## src/rtl/serial_frame_rx_pkg.sv

```systemverilog
// Shared definitions for the framed serial receiver: FSM state encodings.
package serial_frame_rx_pkg;

    localparam logic [1:0] ST_IDLE = 2'd0;   // line idle, waiting for a start bit
    localparam logic [1:0] ST_DATA = 2'd1;   // collecting data bits
    localparam logic [1:0] ST_STOP = 2'd2;   // next sampled bit is the stop bit
    // 2'd3 is unused; the FSM recovers from it to ST_IDLE.

endpackage

```

## src/rtl/serial_frame_rx_sipo_shift.sv

```systemverilog
// Serial-in parallel-out shift register. After WIDTH shifts the first bit
// shifted in sits at q[0] (LSB_FIRST=1) or at q[WIDTH-1] (LSB_FIRST=0).
module sipo_shift #(
    parameter int WIDTH     = 8,
    parameter bit LSB_FIRST = 1'b1
) (
    input  logic             clk,
    input  logic             clr,
    input  logic             shift_en,
    input  logic             si,
    output logic [WIDTH-1:0] q
);

    logic [WIDTH-1:0] r_q;
    logic [WIDTH-1:0] w_q_next;

    generate
        if (LSB_FIRST) begin : g_lsb_first
            // New bits enter at the top and walk down, so the oldest ends at bit 0.
            assign w_q_next = {si, r_q[WIDTH-1:1]};
        end else begin : g_msb_first
            // New bits enter at the bottom and walk up, so the oldest ends at the top.
            assign w_q_next = {r_q[WIDTH-2:0], si};
        end
    endgenerate

    // Shift on enabled edges, clear on reset.
    always_ff @(posedge clk) begin
        if (clr) begin
            r_q <= '0;
        end else if (shift_en) begin
            r_q <= w_q_next;
        end
    end

    assign q = r_q;

endmodule

```

## src/rtl/serial_frame_rx.sv

```systemverilog
// Framed serial receiver: start bit (0), WIDTH data bits, stop bit (1), timed
// by an external bit_en strobe. Good words appear on po with a one-clock
// po_valid; a low stop bit gives a one-clock frame_err and po is kept.
module serial_frame_rx
    import serial_frame_rx_pkg::*;
#(
    parameter int WIDTH     = 8,
    parameter bit LSB_FIRST = 1'b1
) (
    input  logic             clk,
    input  logic             clr,
    input  logic             bit_en,
    input  logic             si,
    output logic [WIDTH-1:0] po,
    output logic             po_valid,
    output logic             frame_err,
    output logic             busy
);

    localparam int              CW       = $clog2(WIDTH + 1);
    localparam logic [CW-1:0]   CNT_LAST = CW'(WIDTH - 1);

    logic [1:0]       r_state;
    logic [1:0]       w_state_next;
    logic [CW-1:0]    r_cnt;
    logic [CW-1:0]    w_cnt_next;
    logic [WIDTH-1:0] r_po;
    logic             r_po_valid;
    logic             r_frame_err;
    logic             r_busy;
    logic [WIDTH-1:0] w_shift_q;
    logic             w_shift_en;
    logic             w_load_po;
    logic             w_set_err;
    logic             w_busy_next;

    sipo_shift #(
        .WIDTH    (WIDTH),
        .LSB_FIRST(LSB_FIRST)
    ) u_sipo (
        .clk     (clk),
        .clr     (clr),
        .shift_en(w_shift_en),
        .si      (si),
        .q       (w_shift_q)
    );

    // State and bit counter registers.
    always_ff @(posedge clk) begin
        if (clr) begin
            r_state <= ST_IDLE;
            r_cnt   <= '0;
        end else begin
            r_state <= w_state_next;
            r_cnt   <= w_cnt_next;
        end
    end

    // Next-state and counter logic; only bit_en edges advance a frame.
    always_comb begin
        w_state_next = r_state;
        w_cnt_next   = r_cnt;
        case (r_state)
            ST_IDLE: begin
                if (bit_en && !si) begin
                    w_state_next = ST_DATA;
                    w_cnt_next   = '0;
                end
            end
            ST_DATA: begin
                if (bit_en) begin
                    // Counter reaches WIDTH at most, so it never wraps.
                    w_cnt_next = r_cnt + CW'(1);
                    if (r_cnt == CNT_LAST) begin
                        w_state_next = ST_STOP;
                    end
                end
            end
            ST_STOP: begin
                if (bit_en) begin
                    w_state_next = ST_IDLE;
                end
            end
            default: begin
                w_state_next = ST_IDLE;
            end
        endcase
    end

    // Output decode: shift enable, word load, error strobe and next busy level.
    always_comb begin
        w_shift_en  = bit_en && (r_state == ST_DATA);
        w_load_po   = bit_en && (r_state == ST_STOP) && si;
        w_set_err   = bit_en && (r_state == ST_STOP) && !si;
        w_busy_next = (w_state_next == ST_DATA) || (w_state_next == ST_STOP);
    end

    // Registered outputs; strobes are recomputed every clock so they last one cycle.
    always_ff @(posedge clk) begin
        if (clr) begin
            r_po        <= '0;
            r_po_valid  <= 1'b0;
            r_frame_err <= 1'b0;
            r_busy      <= 1'b0;
        end else begin
            r_po_valid  <= w_load_po;
            r_frame_err <= w_set_err;
            r_busy      <= w_busy_next;
            if (w_load_po) begin
                r_po <= w_shift_q;
            end
        end
    end

    assign po        = r_po;
    assign po_valid  = r_po_valid;
    assign frame_err = r_frame_err;
    assign busy      = r_busy;

endmodule

```

## config.mk

```make
export PLATFORM = sky130hd
export DESIGN_NAME = serial_frame_rx
export DESIGN_NICKNAME = d
export VERILOG_FILES = /design/src/rtl/serial_frame_rx_pkg.sv /design/src/rtl/serial_frame_rx_sipo_shift.sv /design/src/rtl/serial_frame_rx.sv
export SDC_FILE = /design/constraint.sdc
export NUM_CORES = 1
export LEC_CHECK = 0
export ABC_AREA = 1
export CORE_MARGIN = 4
export CORE_UTILIZATION = 52
export CTS_CLUSTER_DIAMETER = 200
export DETAILED_ROUTE_END_ITERATION = 10
export GPL_ROUTABILITY_DRIVEN = 0
export PLACE_DENSITY_LB_ADDON = 0.1
export SLEW_MARGIN = 20
export SYNTH_ARGS = -nofsm -noshare
export SYNTH_HDL_FRONTEND = slang
export SYNTH_HIERARCHICAL = 1
export SYNTH_SLANG_ARGS = --single-unit
```

## constraint.sdc

```tcl
create_clock -name clk -period 1.55 [get_ports clk]
set_clock_uncertainty 0.2 [all_clocks]
set_input_delay 0.2325 -clock clk [delete_from_list [all_inputs] [get_ports clk]]
set_output_delay 0.2325 -clock clk [all_outputs]
set_load 0.01 [all_outputs]
```

==> impl_results.md <==
- WL per Instance: 9.62 um
- Layout overhead on the synthesized area: 18.1%
- Average cell area after synthesis: 7.23 um^2
- Initial drt markers: 23
- Cell Chain, Critical Path: ha_1 -> nand2_1 -> nor2_1 -> nand2_1 -> nand2_1 -> nand2_1 -> nand2_1 -> nand2_1
- Final count of hold timing violations: 0
- Number of core rows: 16
- Detailed-route DRC error count: 0
- Wire length of the first global-routing pass: 3140 um
- Worst voltage drop across the vdd grid: 0.497 mV
- Max cap viols: 0
- Cell type with the highest aggregate area in the netlist: sky130_fd_sc_hd__dfxtp_1
- Initial core utilization: approximately 54%
- Post-synth net total: 151
- Endpoint type of the worst setup path: flip-flop
- Final setup viols: 0
- Utilization after layout: 64.2%
- Crit Path Max Fanout: 3
- Slowest-stage cell, CP: sky130_fd_sc_hd__dfxtp_1
- Pins over their slew limit: 0
- Post-synthesis xor/xnor area fraction: 0%
- Slew Limit Headroom: 81.0%
- Clock insertion delay at the later pin of the skew report: 0.31 ns
- Sequential element share of the synthesized area: 47.4%
- Kind of path behind the tightest hold check: reg -> reg
- Least-Margin Pin Slew: 0.285 ns
- Synth Flop Type: sky130_fd_sc_hd__dfxtp_1
- Number of enable flip-flop cells after synthesis: 0
- Maximum root-to-sink buffer count: 2
- Remaining antenna violation count: 0
- Critical register-to-register path startpoint: r_cnt[0]
- Die X: roughly 53 um
- Classification of the worst setup path: reg -> reg
- End point of the worst hold path: po[2]
- Cell mode on critical path: sky130_fd_sc_hd__nand2_1
- Flop and latch count out of synthesis: 25
- Num CTS Buffers: 3
- Total half-perimeter wirelength after legalization and detailed placement: 1410 um
- Status: finished, final reports clean
- Source of the worst hold timing path: po[2]
- Compound-Gate Fraction of Synth Area: 7.82%
- Pin count of the biggest net entering global routing: 17
- Layout cells sized above 1: between 10% and 20%
- Internal reg-to-reg setup slack: 0.16 ns
- Power per Cell Area: 846 mW/mm^2
- Maximum single-stage delay on the critical path: around 0.4 ns
- Number of I/O pins: 15
- Number of distinct library cells after synthesis: 18
- Ant diodes: 0
- DR vias: 871
- Core area: 0.00194 mm^2
- CTS tree: done
- Chip Height: 53.1 um
- Post-CTS Hold Buffers: 0
- Overall global routing resource usage: between 10% and 20%
- Post-synthesis instance area: 0.00106 mm^2
- Overall routed net length: 1840 um
- Most used standard cell by instance count after synthesis: sky130_fd_sc_hd__nand2_1
- Clock-pin transition on the worst setup and hold timing paths: 0.13 ns
- Post-Synth Adder-Cell Area: 1.18%
- Number of levels the H-tree was split into: 1
- Max Clk Rate: 719 MHz
- Min-Delay Path Depth: 2
- Portion of netlist area occupied by mux cells: 0%
- RSZ-0062 raised after global routing: false
- Initial antenna violation count: 0
- Sink count of the clock tree: 25
- Crit path buffers/inverters: 0
- CTS Root Cell: sky130_fd_sc_hd__clkbuf_4
- Die ar.: ~0.0028 mm^2
- Period minus WS final: 1.39 ns
- Fraction of synthesis flops using an asynchronous set or reset pin: 0%
- RR Endpoint: busy
- Largest cells by area after synthesis: sky130_fd_sc_hd__dfxtp_1 47%, sky130_fd_sc_hd__nand2_1 15%, sky130_fd_sc_hd__nor2_1 8.9%
- Vias per std cell: 4.56
- Via count of the first global-routing pass: 763
- Overflow left after global routing: 0
- Synthesis warning total: 6
- Required time at the worst-slack endpoint: about 1.6 ns
- Overall power of the completed layout: 1060 uW
- Synthesized instance count: 146
- IO Port Bufs: 14
- Synth Area in Simple Gates: ~32%
- Router iterations before antenna repair: 4
- Period Utilization, post-route: 89.7%
- Cell family with the largest share of critical-path delay: simple AND/OR/NAND/NOR gates
- Data arrival time of the worst path: approximately 1.4 ns
- Combinational family with the most area after synthesis: simple AND/OR/NAND/NOR gates
- Type of element launching the critical path: flip-flop
- Most numerous cell types in the synthesized netlist: 43 x sky130_fd_sc_hd__nand2_1, 25 x sky130_fd_sc_hd__dfxtp_1, 25 x sky130_fd_sc_hd__nor2_1
- Depth of the worst register-to-register path: 8
- Leakage power summed over all cells: 0.000571 uW
- Area fraction of the dominant cell type after synthesis: 47.4%
- Fin nets: 170
[tightest hold or removal path: cells and delay by family, from the launching register on]
family          cells  cell delay, ns
flops               1            0.33
compound gates      1            0.05
simple gates        1            0.06
[sequential cells by signal, indices dropped and copies added (netlist names)]
signal / count
frame_err: 1
u_sipo/q: 8
r_cnt: 4
busy: 1
po_valid: 1
r_state: 2
po: 8
[cell usage in the layout, fill, tap and decap left out, drive strengths merged]
master,n
dlygate4sd2,11
nand3,7
nor3,1
clkinv,2
dfxtp,25
clkdlybuf4s50,3
a21oi,12
buf,5
inv,17
o21ai,3
ha,1
nor2,27
nand2,45
clkbuf,4
nand4,1
[power by group]
group          switching (uW)  total (uW)  internal, uW
Sequential               12.8         672           660
Clock                     177         278           100
Combinational            61.4         105          43.9
[cells by family after synthesis]
kind of cell	count (synthesis)
DFF	25
and+or+nand+nor	81
AOI/OAI and AO/OA	15
adders and majority gates	1
buffers and inverters	24
[timing repair]
item	in CTS	in global routing
buffers inserted	0	0
setup endpoints to repair	11	0
resized for setup	11	0
endpoints found under the hold margin	0	0
[per-layer routing]
layer / up-vias / part of all wire [%] / global-route usage [%]
met3: 2 / 3.3 / 2.82
met5: - / 0 / 0
met4: 0 / 0.54 / 7.66
met1: 374 / 52 / 20.8
met2: 12 / 44 / 22.7
li1: 483 / - / -
[stage by stage]
stage / std cells / area, um^2 / hold slack (ns) / TNS (ns) / worst slack [ns]
floorplan: 146 / 1060 / 0.109 / 0 / 0.242
global placement: 187 / 1230 / 0.253 / -0.742 / -0.0856
detailed placement: 187 / 1230 / 0.257 / -0.968 / -0.0902
CTS: 191 / 1250 / 0.273 / 0 / 0.157
global route: 191 / 1250 / 0.307 / 0 / 0.0558
finish: 191 / 1250 / 0.272 / 0 / 0.159
[cell type report]
cell class | count | area, um^2
Tap cell | 27 | 33.8
Sequential cell | 25 | 500
Fill cell | 194 | 694
Timing Repair Buffer | 19 | 176
Clock buffer | 4 | 26.3
Inverter | 19 | 73.8
Multi-Input combinational cell | 97 | 437
[how the worst max path moves through the flow]
| stage | slack (ns) | start | cells past startpoint | endpoint |
|---|---|---|---|---|
| floorplan | 0.24 | r_state[1] | 8 | u_sipo/q[4] |
| global placement | -0.09 | bit_en | 6 | po[5] |
| detailed placement | -0.09 | bit_en | 6 | po[6] |
| CTS | 0.16 | po[0] | 1 | po[0] |
| global route | 0.06 | r_state[1] | 7 | u_sipo/q[7] |
| finish | 0.16 | r_cnt[0] | 8 | busy |
Power figures use the tool's default switching activity.
